<file path="config.mk">
export PLATFORM = sky130hd
export DESIGN_NAME = hetic_arbiter
export DESIGN_NICKNAME = d
export VERILOG_FILES = /design/src/rtl/hetic_pkg.sv /design/src/rtl/hetic_prio_tree.sv /design/src/rtl/hetic_arbiter.sv
export SDC_FILE = /design/constraint.sdc
export NUM_CORES = 1
export LEC_CHECK = 0
export BUFFER_PORTS_ARGS = -buffer_cell sky130_fd_sc_hd__buf_4
export CAP_MARGIN = 10
export CORE_AREA = 3 3 362 364
export CTS_BUF_LIST = sky130_fd_sc_hd__clkbuf_2
export DETAILED_ROUTE_END_ITERATION = 8
export DIE_AREA = 0 0 365 367
export PLACE_DENSITY = 0.49
export SLEW_MARGIN = 20
export SYNTH_ARGS = -nofsm -noshare
export SYNTH_HDL_FRONTEND = slang
export SYNTH_SLANG_ARGS = --single-unit
</file>
<file path="constraint.sdc">
create_clock -name clk_i -period 9.2 [get_ports clk_i]
set_input_delay 2.3 -clock clk_i [delete_from_list [all_inputs] [get_ports clk_i]]
set_output_delay 2.3 -clock clk_i [all_outputs]
set_load 0.005 [all_outputs]
</file>
<file path="src/rtl/hetic_pkg.sv">
// Shared types for the HETI interrupt scheduler: trigger modes, line config,
// arbitration candidates and the presentation FSM states.
package hetic_pkg;

  localparam int unsigned NrIrqLines = 64;
  localparam int unsigned NrIrqPrios = 32;
  localparam int unsigned IrqWidth   = $clog2(NrIrqLines);
  localparam int unsigned PrioWidth  = $clog2(NrIrqPrios);

  typedef enum logic [1:0] {
    LEVEL = 2'b00,
    RISE  = 2'b01,
    FALL  = 2'b10,
    BOTH  = 2'b11
  } trig_e;

  typedef struct packed {
    logic                 ie;
    logic                 ip;
    trig_e                trig;
    logic                 heti;
    logic                 nest;
    logic [PrioWidth-1:0] prio;
  } irq_line_t;

  typedef struct packed {
    logic                 valid;
    logic [IrqWidth-1:0]  id;
    logic [PrioWidth-1:0] prio;
  } cand_t;

  typedef enum logic [1:0] {
    IDLE   = 2'b00,
    REQ    = 2'b01,
    SETTLE = 2'b10
  } state_e;

  // Pending-set request for one line given its trigger mode.
  function automatic logic edge_set(trig_e trig, logic src, logic src_q);
    logic set;
    unique case (trig)
      LEVEL:   set = src;
      RISE:    set = src & ~src_q;
      FALL:    set = ~src & src_q;
      default: set = src ^ src_q;
    endcase
    return set;
  endfunction

  // lo covers the lower indices, so it keeps ties.
  function automatic cand_t cand_pick(cand_t lo, cand_t hi);
    return (hi.valid && (!lo.valid || (hi.prio > lo.prio))) ? hi : lo;
  endfunction

endpackage

</file>
<file path="src/rtl/hetic_prio_tree.sv">
// Combinational max-priority tournament over NumIn candidates; ties go to
// the lower index.
module hetic_prio_tree
  import hetic_pkg::*;
#(
  parameter int unsigned NumIn = NrIrqLines
) (
  input  logic [NumIn-1:0]                valid_i,
  input  logic [NumIn-1:0][PrioWidth-1:0] prio_i,
  output cand_t                           best_o
);

  localparam int unsigned NumLvl = (NumIn > 1) ? $clog2(NumIn) : 1;
  localparam int unsigned NumPad = 1 << NumLvl;

  logic [NumPad-1:0]                valid_pad;
  logic [NumPad-1:0][PrioWidth-1:0] prio_pad;

  assign valid_pad = NumPad'(valid_i);
  assign prio_pad  = (NumPad*PrioWidth)'(prio_i);

  // Heap-ordered tree: leaves at NumPad-1.., children of k at 2k+1 / 2k+2.
  function automatic cand_t tree_max(logic [NumPad-1:0]                v,
                                     logic [NumPad-1:0][PrioWidth-1:0] p);
    cand_t node [2*NumPad-1];
    for (int i = 0; i < int'(NumPad); i++) begin
      if (v[i]) node[int'(NumPad)-1+i] = '{1'b1, IrqWidth'(i), p[i]};
      else      node[int'(NumPad)-1+i] = '0;
    end
    for (int k = int'(NumPad)-2; k >= 0; k--) begin
      node[k] = cand_pick(node[2*k+1], node[2*k+2]);
    end
    return node[0];
  endfunction

  assign best_o = tree_max(valid_pad, prio_pad);

endmodule

</file>
<file path="src/rtl/hetic_arbiter.sv">
// HETI interrupt scheduler: trigger-mode pending sets, priority selection
// above threshold, presentation to the core and pending-clear on acknowledge.
module hetic_arbiter
  import hetic_pkg::*;
(
  input  logic                            clk_i,
  input  logic                            rst_i,
  input  logic [NrIrqLines-1:0]           irq_src_i,
  input  logic [NrIrqLines-1:0]           cfg_ie_i,
  input  logic [NrIrqLines-1:0]           cfg_ip_i,
  input  logic [2*NrIrqLines-1:0]         cfg_trig_i,
  input  logic [NrIrqLines-1:0]           cfg_heti_i,
  input  logic [NrIrqLines-1:0]           cfg_nest_i,
  input  logic [PrioWidth*NrIrqLines-1:0] cfg_prio_i,
  input  logic [PrioWidth-1:0]            threshold_i,
  output logic [NrIrqLines-1:0]           ip_set_o,
  output logic [NrIrqLines-1:0]           ip_clr_o,
  output logic                            irq_valid_o,
  output logic [IrqWidth-1:0]             irq_id_o,
  output logic [PrioWidth-1:0]            irq_prio_o,
  output logic                            irq_heti_o,
  output logic                            irq_nest_o,
  input  logic                            irq_ack_i,
  input  logic [IrqWidth-1:0]             irq_ack_id_i
);

  irq_line_t [NrIrqLines-1:0]            line;
  logic [NrIrqLines-1:0]                 src_q;
  logic [NrIrqLines-1:0]                 set_vec;
  logic [NrIrqLines-1:0]                 cand_vec;
  logic [NrIrqLines-1:0]                 clr_vec;
  logic [NrIrqLines-1:0][PrioWidth-1:0]  prio_vec;

  cand_t                best_d, best_q;
  state_e               state_d, state_q;
  logic                 valid_d, valid_q;
  logic [IrqWidth-1:0]  id_d, id_q;
  logic [PrioWidth-1:0] prio_d, prio_q;
  logic                 heti_d, heti_q;
  logic                 nest_d, nest_q;
  logic                 latch;

  for (genvar g = 0; g < NrIrqLines; g++) begin : g_line
    assign line[g] = '{cfg_ie_i[g], cfg_ip_i[g], trig_e'(cfg_trig_i[2*g +: 2]),
                       cfg_heti_i[g], cfg_nest_i[g],
                       cfg_prio_i[PrioWidth*g +: PrioWidth]};
    assign set_vec[g]  = edge_set(line[g].trig, irq_src_i[g], src_q[g]);
    // Priority 0 can never exceed any threshold, so it is never a candidate.
    assign cand_vec[g] = line[g].ie & line[g].ip & (line[g].prio > threshold_i);
    assign prio_vec[g] = line[g].prio;
  end

  hetic_prio_tree #(
    .NumIn (NrIrqLines)
  ) u_tree (
    .valid_i (cand_vec),
    .prio_i  (prio_vec),
    .best_o  (best_d)
  );

  // Presentation FSM; valid stays low through SETTLE and the following IDLE
  // cycle so a cleared pending bit has reached best_q before re-arbitration.
  always_comb begin
    state_d = state_q;
    valid_d = valid_q;
    id_d    = id_q;
    prio_d  = prio_q;
    heti_d  = heti_q;
    nest_d  = nest_q;
    clr_vec = '0;
    latch   = 1'b0;
    unique case (state_q)
      IDLE: begin
        if (best_q.valid) begin
          state_d = REQ;
          latch   = 1'b1;
        end
      end
      REQ: begin
        if (irq_ack_i && (irq_ack_id_i == id_q)) begin
          clr_vec[id_q] = 1'b1;
          state_d       = SETTLE;
          valid_d       = 1'b0;
        end else if (best_q.valid && (best_q.prio > prio_q)) begin
          latch = 1'b1;
        end else if (!best_q.valid) begin
          state_d = IDLE;
          valid_d = 1'b0;
        end
      end
      SETTLE: begin
        state_d = IDLE;
        valid_d = 1'b0;
      end
      default: begin
        state_d = IDLE;
        valid_d = 1'b0;
      end
    endcase
    if (latch) begin
      valid_d = 1'b1;
      id_d    = best_q.id;
      prio_d  = best_q.prio;
      heti_d  = line[best_q.id].heti;
      nest_d  = line[best_q.id].nest;
    end
  end

  always_ff @(posedge clk_i or posedge rst_i) begin
    if (rst_i) begin
      src_q   <= '0;
      best_q  <= '0;
      state_q <= IDLE;
      valid_q <= 1'b0;
      id_q    <= '0;
      prio_q  <= '0;
      heti_q  <= 1'b0;
      nest_q  <= 1'b0;
    end else begin
      src_q   <= irq_src_i;
      best_q  <= best_d;
      state_q <= state_d;
      valid_q <= valid_d;
      id_q    <= id_d;
      prio_q  <= prio_d;
      heti_q  <= heti_d;
      nest_q  <= nest_d;
    end
  end

  // Level sources may still be high during reset; keep the strobes quiet.
  assign ip_set_o    = rst_i ? '0 : set_vec;
  assign ip_clr_o    = clr_vec;
  assign irq_valid_o = valid_q;
  assign irq_id_o    = id_q;
  assign irq_prio_o  = prio_q;
  assign irq_heti_o  = heti_q;
  assign irq_nest_o  = nest_q;

endmodule

</file>
---- Yosys cells after proc, flatten, opt, wreduce, memory -nomap -nowiden ----
Cells that the tools add are included.
word-level totals
  input port bits ......................... 782
  word-level logic and storage cells ...... 1196
  flip-flop bits (word level) ............. 92
  output and inout port bits .............. 142
cells by class
  mux-type cells .......................... 212
  bitwise gates (word level) .............. 448
  reduce and logical (&&, ||, !) cells .... 259
  $lt $le $gt $ge ......................... 131
  eq/ne operators ......................... 136
operator list
  cell                                                                                 count
  12-bit two-way mux                                                                   127
  5-bit greater-than comparator                                                        128
  1-bit bitwise AND                                                                    256
  64-bit two-way mux                                                                   3
  1-bit case mux with 3 select lines                                                   64
  2-bit by 1-bit equality test with 1-bit output, second input constant                65
  2-bit logical NOT                                                                    65
  2-bit equality test, second input constant                                           64
  1-bit NOT                                                                            128
  11-bit binary-select mux with 6-bit select                                           1
  1-bit logical AND                                                                    66
  1-bit bitwise XOR                                                                    64
  1-bit logical NOT                                                                    63
  1-bit logical OR                                                                     63
  6-bit by 7-bit < comparator with 1-bit output, second input constant                 2
  1-bit two-way mux                                                                    8
  2-bit two-way mux                                                                    4
  4-bit != test, second input constant                                                 2
  7-bit two-way mux                                                                    1
  1-bit demux with 6-bit select                                                        1
  6-bit equality test                                                                  1
  6-bit by 1-bit greater-or-equal comparator with 1-bit output, second input constant  1
  3-bit != test, second input constant                                                 2
  3-bit AND reduction                                                                  2
  3 further kinds                                                                      5

---- Longest topological paths before layout ----
Gate-level depths: netlist of the first run.
  depth in word-level cells ............... 27
  gate-level depth with buffers ........... 66

---- Hierarchy ----
Synthesis of the first run repeated with hierarchy kept, for this count alone.
unflattened totals
  cells, all modules ...................... 3839
  area total of the unflattened synthesis .. 30476.7 µm²
modules (own cells, without submodules)
  module           area an instance (µm²)  cells an instance  times used  sequential area each (µm²)
  hetic_arbiter    15517.4                 1819               1           2302.2
  hetic_prio_tree  14959.3                 2020               1           0.0

---- Worst setup path before layout of the first run ----
OpenSTA, ideal clock, no wires.
  path type ............................... input-to-reg
  start point ............................. in threshold_i[4]
  end point ............................... reg best_q[5] (netlist name)
  arrival time ............................ 13.475 ns
  required time ........................... 9.080 ns
  path slack .............................. -4.394 ns
  buffers on the path ..................... 3
  cell stages on the path ................. 62
  cell sequence ........................... inv_1 ha_1 and3_1 a31oi_1 a21boi_1 and2_1 ha_1 a21oi_1 a21boi_0 o32a_1 nand2b_1 a32oi_1 inv_1 ha_1 nor2b_1 o21a_1 o31ai_1 o21ai_0 (+26 left out) o21ai_0 nand2b_1 a21oi_1 a31oi_1 o21bai_1 buf_4 mux2i_1 ha_1 nor2b_1 o21ai_0 nand2b_1 a21oi_1 nor2_1 o22ai_1 a21bo_4 buf_12 a221oi_2 a31o_1
RTL lines
  what                  RTL line              source
  start, declared       hetic_arbiter.sv:15   input logic [PrioWidth-1:0] threshold_i,
  end signal, assigned  hetic_arbiter.sv:121  best_q <= best_d;
  end, declared         hetic_arbiter.sv:34   cand_t best_d, best_q;

==> impl_metrics.json, run 1 <==
{
  "firstDrtPassIters": 5,
  "status": "finished, violations left",
  "final_common_cell": "buf_4",
  "final_util_pct": 38.4,
  "synth_top_area_share_pct": 32.5,
  "min-delay-start": "best_q[3]",
  "area_growth_pct": 65.6,
  "avgSynthCellArea_um2": 7.97,
  "switching_share_pct": 45.1,
  "synth_cells": 3714,
  "ys_warn_count": 0,
  "critPathMaxFanout": 19,
  "min_path_type": "reg2reg",
  "die_area_um2": 134000,
  "pre_cts_ws_ns": -4.14,
  "end_kind": "flop",
  "failed_checks": "negative setup slack",
  "hpwlAfterDp_mm": 127,
  "synth_flop_cell": "dfrtp_1",
  "leakagePower_nw": 25.8,
  "port_buffers": 923,
  "yosys-top-cells-area": "ha_1, dfrtp_1, inv_1, mux2i_1, nand2_1",
  "reg2reg_slack_ns": 6.13,
  "r2r_end": "irq_nest_o",
  "dr_total_vias": 34900,
  "finalMaxSlewViolations": 0,
  "ys_seq_area_share_pct": 7.78,
  "ant_nets": 0,
  "htree_levels": 3,
  "clock_latency_ns": 0.82,
  "gp_congestion": 0.882,
  "fin_skew_ns": 0.0647,
  "ys_types": 90,
  "clkPwrFrac_pct": 5.9,
  "combPwrFrac_pct": 82.0,
  "drive_gt1_share_pct": 43.1,
  "wl_mm": 145,
  "r2r_cells": 5,
  "whs_path_depth": 2,
  "setup_slack_ns": -2.76,
  "cts_buffers": 9,
  "cts.sinks": 92,
  "setup_viol": 11,
  "critPathTopFamily": "compound AO/OA/AOI/OAI gates",
  "grt_pass1_vias": 35200,
  "vdd_drop_max_v": 0.000119,
  "syn-cell-area_um2": 29600,
  "clockBufferDepth": 2,
  "fp.dieW_um": 365,
  "io_pins": 924,
  "fp.dieH_um": 367,
  "dpl.cell_count": 7313,
  "groute.usage.overall_pct": 20.5,
  "antenna_found_initial": 57,
  "hold_viol_final": 0,
  "p_int_mw": 2.49,
  "final_cell_mix": "buf_4, ha_1, inv_1, nand2_1, nor2_1",
  "max_slew.worst_pin.slew_ns": 0.960,
  "syn-num-nets": 5264,
  "clk_pin_slew_worst_paths_ns": 0.38,
  "core_um2": 128000,
  "stdcell_count": 7449,
  "nets": 7296,
  "yosys_register_bits": 92,
  "wire_per_inst_um": 19.4,
  "min_period_ns": 11.96,
  "whs_endpoint": "irq_prio_o[3]",
  "yosysTopAreaCell": "ha_1",
  "initial_core_util_pct": 23.2,
  "relSlewSlack_pct": 36.0,
  "grt_pass1_wl_mm": 210,
  "cts_tree": "done",
  "p_sw_mw": 2.05,
  "cp-start-kind": "primary input",
  "drc": 0,
  "drv_cap": 0,
  "avgViaCountPerCell": 4.69,
  "async_flop_share_pct": 100,
  "drt_iter0_markers": 1169,
  "critPathMostFrequentCell": "ha_1",
  "tns_ns": -29.70,
  "grt_max_degree": 56,
  "cts_root_buf": "clkbuf_2",
  "gr-total-overflow": 0,
  "worstSetupPathType": "in2reg",
  "seqPwrFrac_pct": 12.1,
  "synth-edff-count": 0,
  "post-route-period-util_pct": 130,
  "cp.required_ns": 9.90,
  "rsz0062_at_grt": "true",
  "max_freq_mhz": 83.6,
  "max_stage_delay_ns": 0.32,
  "row_count": 131,
  "powerDensity_nw_per_um2": 92.7,
  "cp.arrival_ns": 12.66,
  "cpMaxStageDelayCell": "o32a_1",
  "r2r-start": "best_q[5]",
  "cts_hold_buffers": 0,
  "worst-path-buf-inv": 11
}
## repair_timing
item                       4_1_cts  5_1_grt
gates resized for setup        133      164
setup buffers                   34       47
pin swaps                       50       93
cloned                           3        0
setup endpoints to repair       11       11
## metal layers
layer  global-route usage (%)  vias up  wire (um)
met5                        0        -         92
met3                     3.53      143       7530
met4                     8.20       14       5080
met2                     39.8      760      77200
met1                     21.5    16200      55000
li1                         -    17800          -
## per-stage QoR
| stage | power, mW | area [um2] | hold slack, ns |
|---|---|---|---|
| after floorplan | 2.41 | 29800 | 0.442 |
| after global placement | 3.96 | 46700 | 0.491 |
| after detailed placement | 4.01 | 46700 | 0.501 |
| after CTS | 4.44 | 47800 | 0.489 |
| after global routing | 4.96 | 49000 | 0.529 |
| final | 4.54 | 49000 | 0.492 |
## power by group through the flow
| stage | Clock [mW] | Combinational [mW] | Sequential [mW] |
|---|---|---|---|
| after floorplan | 0 | 1.91 | 0.504 |
| after global placement | 0 | 3.40 | 0.565 |
| after detailed placement | 0 | 3.44 | 0.566 |
| after CTS | 0.299 | 3.58 | 0.559 |
| after global routing | 0.304 | 4.09 | 0.564 |
| final | 0.267 | 3.72 | 0.549 |
## cells in the mapped netlist (19+ instances only)
cell	count
mux2i_1	171
o31a_1	24
o21a_1	42
a31oi_1	26
dfrtp_1	92
nor2_1	209
a21o_1	63
a21boi_0	52
o22a_1	33
buf_2	28
a21oi_1	151
nand3_1	78
nor2b_1	71
and4_1	45
o31ai_1	29
and2_1	141
o21ai_0	145
inv_1	468
ha_1	768
a32oi_1	30
mux4_2	42
clkbuf_1	19
nand2_1	384
a211oi_1	131
and3_1	61
a22oi_1	90
nand4_1	35
## cell type report
class                   count  area, um2
diodes                     36       90.1
clock buffers               9       45.0
clock inverters             7       83.8
fillers                 13200      78700
inverters                 469       1780
multi-input cells        3096      26700
flip-flops and latches     92       2300
well taps                1662       2080
repair buffers           2078      15900
## how the worst max path moves through the flow
stage                         startpoint        end  slack [ns]  cells after the start
after floorplan           threshold_i[3]  best_q[5]       -4.01                     61
after global placement    threshold_i[2]  best_q[5]       -3.97                     61
after detailed placement  threshold_i[2]  best_q[5]       -4.14                     60
after CTS                 threshold_i[2]  best_q[5]       -2.58                     65
after global routing      threshold_i[3]  best_q[5]       -3.32                     64
final                     threshold_i[2]  best_q[5]       -2.76                     64
## kinds of logic (layout without fill, tap and decap cells)
kind of cell             count (synthesis)  count (layout)  share of synthesized area, %
AO/OA/AOI/OAI                         1001            1002                          24.6
XOR/XNOR                                 6               6                         0.178
adder cells (fa/ha/maj)                768             768                          32.5
buffers and inverters                  527            2563                          6.99
flip-flops                              92              92                          7.78
multiplexers                           226             226                          9.48
other                                    0              36                             0
AND/OR/NAND/NOR                       1094            1094                          18.5
## worst register-to-register path: stages, from the launching register on
cell	delay [ns]
dfrtp_2	0.44
buf_4	0.52
mux4_2	0.73
mux4_2	0.53
mux4_2	0.55
mux2_2	0.29
## registers in the layout, summed over array words and instances, names as in the netlist
name	flops
irq_heti_o	1
irq_id_o	6
best_q	12
irq_prio_o	5
irq_valid_o	1
irq_nest_o	1
src_q	64
state_q	2
Power figures use the tool's default switching activity.
==> run 2, diff against run 1 <==
--- a/config.mk
+++ b/config.mk
@@ -5,13 +5,15 @@
 export SDC_FILE = /design/constraint.sdc
 export NUM_CORES = 1
 export LEC_CHECK = 0
+export ABC_AREA = 1
 export BUFFER_PORTS_ARGS = -buffer_cell sky130_fd_sc_hd__buf_4
 export CAP_MARGIN = 10
-export CORE_AREA = 3 3 362 364
+export CORE_AREA = 3 3 357 359
 export CTS_BUF_LIST = sky130_fd_sc_hd__clkbuf_2
 export DETAILED_ROUTE_END_ITERATION = 8
-export DIE_AREA = 0 0 365 367
-export PLACE_DENSITY = 0.49
+export DIE_AREA = 0 0 360 362
+export GPL_ROUTABILITY_DRIVEN = 0
+export PLACE_DENSITY = 0.53
 export SLEW_MARGIN = 20
 export SYNTH_ARGS = -nofsm -noshare
 export SYNTH_HDL_FRONTEND = slang
==> run 2 against run 1 <==
Net effect: sequential power up 5.3%; clock skew is 0.0031 ns higher; count of clock-buffer cells in the layout unchanged; the flow still finishes with violations (negative setup slack); final cell count increased by 34%; wire length grew 24%; critical path type unchanged; synthesized cell count up 50%; worst hold slack improved by 0.055 ns.
==> impl_metrics.json, run 2 <==
{
  "status": "finished, violations left",
  "failed_checks": "negative setup slack",
  "syn-cell-area_um2": 32400,
  "initial_core_util_pct": 26.1,
  "clockBufferDepth": 2,
  "synth-simple-area-share_pct": 38.3,
  "wire_per_inst_um": 18.0,
  "ys_types": 48,
  "cts_buffers": 9,
  "min_path_type": "reg2reg",
  "cts_tree": "done",
  "io_pins": 924,
  "area_growth_pct": 88.5,
  "whs_endpoint": "state_q[0]",
  "muxShareOfSynthArea_pct": 0.0309,
  "drt_iter0_markers": 2334,
  "vdd_drop_max_v": 0.000413,
  "multi_input_area_um2": 31700,
  "groute.usage.overall_pct": 25.3,
  "clk_pin_slew_worst_paths_ns": 0.30,
  "largest_reg_flops": 64,
  "yosys-top-cells-count": "nand2_1, inv_1, ha_1, nand3_1, nor2_1",
  "min_period_ns": 10.87,
  "ys_seq_area_share_pct": 7.10,
  "hold_viol_final": 0,
  "cts.sinks": 92,
  "yosys.area_share.xor_xnor_pct": 0.0270,
  "fp.dieW_um": 360,
  "rsz0062_at_grt": "true",
  "holdWs_ns": 0.547,
  "critPathMostFrequentCell": "buf_4",
  "ys_warn_count": 0,
  "r2r-start": "irq_id_o[5]",
  "setup_viol": 11,
  "fin_skew_ns": 0.0678,
  "ff_latch_area_um2": 2300,
  "htree_levels": 3,
  "cp-start-kind": "primary input",
  "reg2reg_slack_ns": 6.01,
  "r2r_end": "irq_nest_o",
  "powerDensity_nw_per_um2": 123,
  "hpwlAfterDp_mm": 147,
  "gr-total-overflow": 0,
  "port_buffers": 923,
  "synth_compound_area_share_pct": 12.6,
  "totalPowerFinal_mw": 7.50,
  "final_cell_mix": "buf_4, nand2_1, inv_1, ha_1, nand3_1",
  "synth_top_area_share_pct": 29.6,
  "antenna_found_initial": 83,
  "drc": 0,
  "synthAdderAreaFrac_pct": 29.6,
  "grt_pass1_wl_mm": 257,
  "critPathMaxFanout": 6,
  "whs_path_depth": 2,
  "nets": 9809,
  "cts_hold_buffers": 0,
  "row_count": 129,
  "yosysTopAreaCell": "ha_1",
  "wl_mm": 179,
  "leakagePower_nw": 34.0,
  "dr_total_vias": 46600,
  "yosys-top-cells-area": "ha_1, nand2_1, inv_1, nand3_1, dfrtp_1",
  "async_flop_share_pct": 100,
  "relSlewSlack_pct": 30.8,
  "grt_pass1_vias": 45400,
  "firstDrtPassIters": 7,
  "die_area_um2": 130000,
  "min-delay-start": "best_q[11]",
  "cp.required_ns": 9.87,
  "end_kind": "flop",
  "synth_cells": 5580,
  "max_freq_mhz": 92.0,
  "dpl.cell_count": 9567,
  "fillers": 12200,
  "clock_latency_ns": 0.79,
  "worstSetupPathType": "in2reg",
  "drv_cap": 0,
  "synth_most_common_cell": "nand2_1",
  "r2r_cells": 11,
  "synth_flop_cell": "dfrtp_1",
  "drive_gt1_share_pct": 46.6,
  "setup_slack_ns": -1.67,
  "fp.dieH_um": 362,
  "tns_ns": -15.82,
  "post-route-period-util_pct": 118,
  "finalMaxSlewViolations": 0,
  "ant_nets": 0,
  "avgViaCountPerCell": 4.68,
  "cp.arrival_ns": 11.54,
  "avgSynthCellArea_um2": 5.81,
  "max_slew.worst_pin.slew_ns": 1.04,
  "synth_top_family_by_area": "simple AND/OR/NAND/NOR gates",
  "grt_max_degree": 66,
  "max_stage_delay_ns": 0.28,
  "core_um2": 124000,
  "synth-edff-count": 0,
  "yosys_register_bits": 92,
  "final_common_cell": "buf_4",
  "cts_root_buf": "clkbuf_2",
  "regMostFlops": "src_q",
  "cpMaxStageDelayCell": "ha_1",
  "syn-num-nets": 7130,
  "stdcell_count": 9959
}
[run 2: cell count changes after synthesis, moves of 52 or more]
cell,previous run,this run
nand2_1,384,1539
inv_1,468,1003
nor2b_1,71,0
a21oi_1,151,339
and3_1,61,0
a22oi_1,90,1
a211oi_1,131,0
a21o_1,63,2
mux2i_1,171,1
a21boi_0,52,0
o21ai_0,145,226
o211ai_1,14,67
nand3_1,78,607
nor2_1,209,512
[run 2: power breakdown]
part | switching [mW] | total (mW) | leakage [nW] | internal (mW)
logic | 3.58 | 6.68 | 32.9 | 3.10
clock network | 0.200 | 0.244 | 0.0727 | 0.0439
registers | 0.0850 | 0.578 | 1.09 | 0.493
[run 2: timing repair]
item,4_1_cts,5_1_grt
endpoints found under the setup margin,11,11
buffers inserted,248,63
cloned,4,4
resized for setup,511,853
pin swaps,142,327
[run 2: kinds of logic (layout without fill, tap and decap cells)]
family                   Yosys count  in the layout
AND/OR/NAND/NOR                 2927           2928
buffers and inverters           1054           3737
adder cells (fa/ha/maj)          768            768
AO/OA/AOI/OAI                    737            737
flip-flops                        92             92
XOR/XNOR                           1              1
multiplexers                       1              1
other                              0             58
[run 2: worst max path at each step]
stage | from | end | slack, ns | cells past startpoint
4_1_cts | threshold_i[4] | best_q[6] | -1.12 | 79
5_1_grt | threshold_i[1] | best_q[6] | -1.85 | 78
2_1_floorplan | threshold_i[4] | best_q[8] | -2.16 | 69
3_3_place_gp | threshold_i[2] | best_q[9] | -2.81 | 72
6_report | threshold_i[1] | best_q[5] | -1.67 | 79
3_5_place_dp | threshold_i[2] | best_q[9] | -2.95 | 69
[run 2: critical path, delay by kind of cell]
family / cells / cell delay [ns]
compound gates: 1 / 0.16
fa+ha+maj: 2 / 0.48
buf+inv: 54 / 6.68
simple gates: 22 / 1.87
[run 2: through the flow]
stage | setup WS, ns | util, % | area, um2
after CTS | -1.12 | 45.5 | 56500
after global placement | -2.81 | 42.2 | 52400
after detailed placement | -2.95 | 42.2 | 52400
after floorplan | -2.16 | - | 32500
after global routing | -1.85 | 49.2 | 61100
final | -1.67 | 49.2 | 61100
[run 2: routing by layer]
layer  global-route usage, %  up-vias  wire length (um)
met4                    16.4       22             13100
met5                       0        -               149
li1                        -    23600                 -
met3                    4.21      385              8890
met1                    27.3    21300             68500
met2                    45.8     1347             88500
[run 2: area by class of cell]
class / count / area share [%]
antenna: 58 / 0.237
inverter: 1014 / 6.33
multi-input combinational: 4435 / 51.8
tap: 1637 / 3.35
timing repair inverter: 1 / 0.0102
clock buffer: 9 / 0.0737
timing repair buffer: 2706 / 34.3
clock inverter: 7 / 0.119
sequential: 92 / 3.77
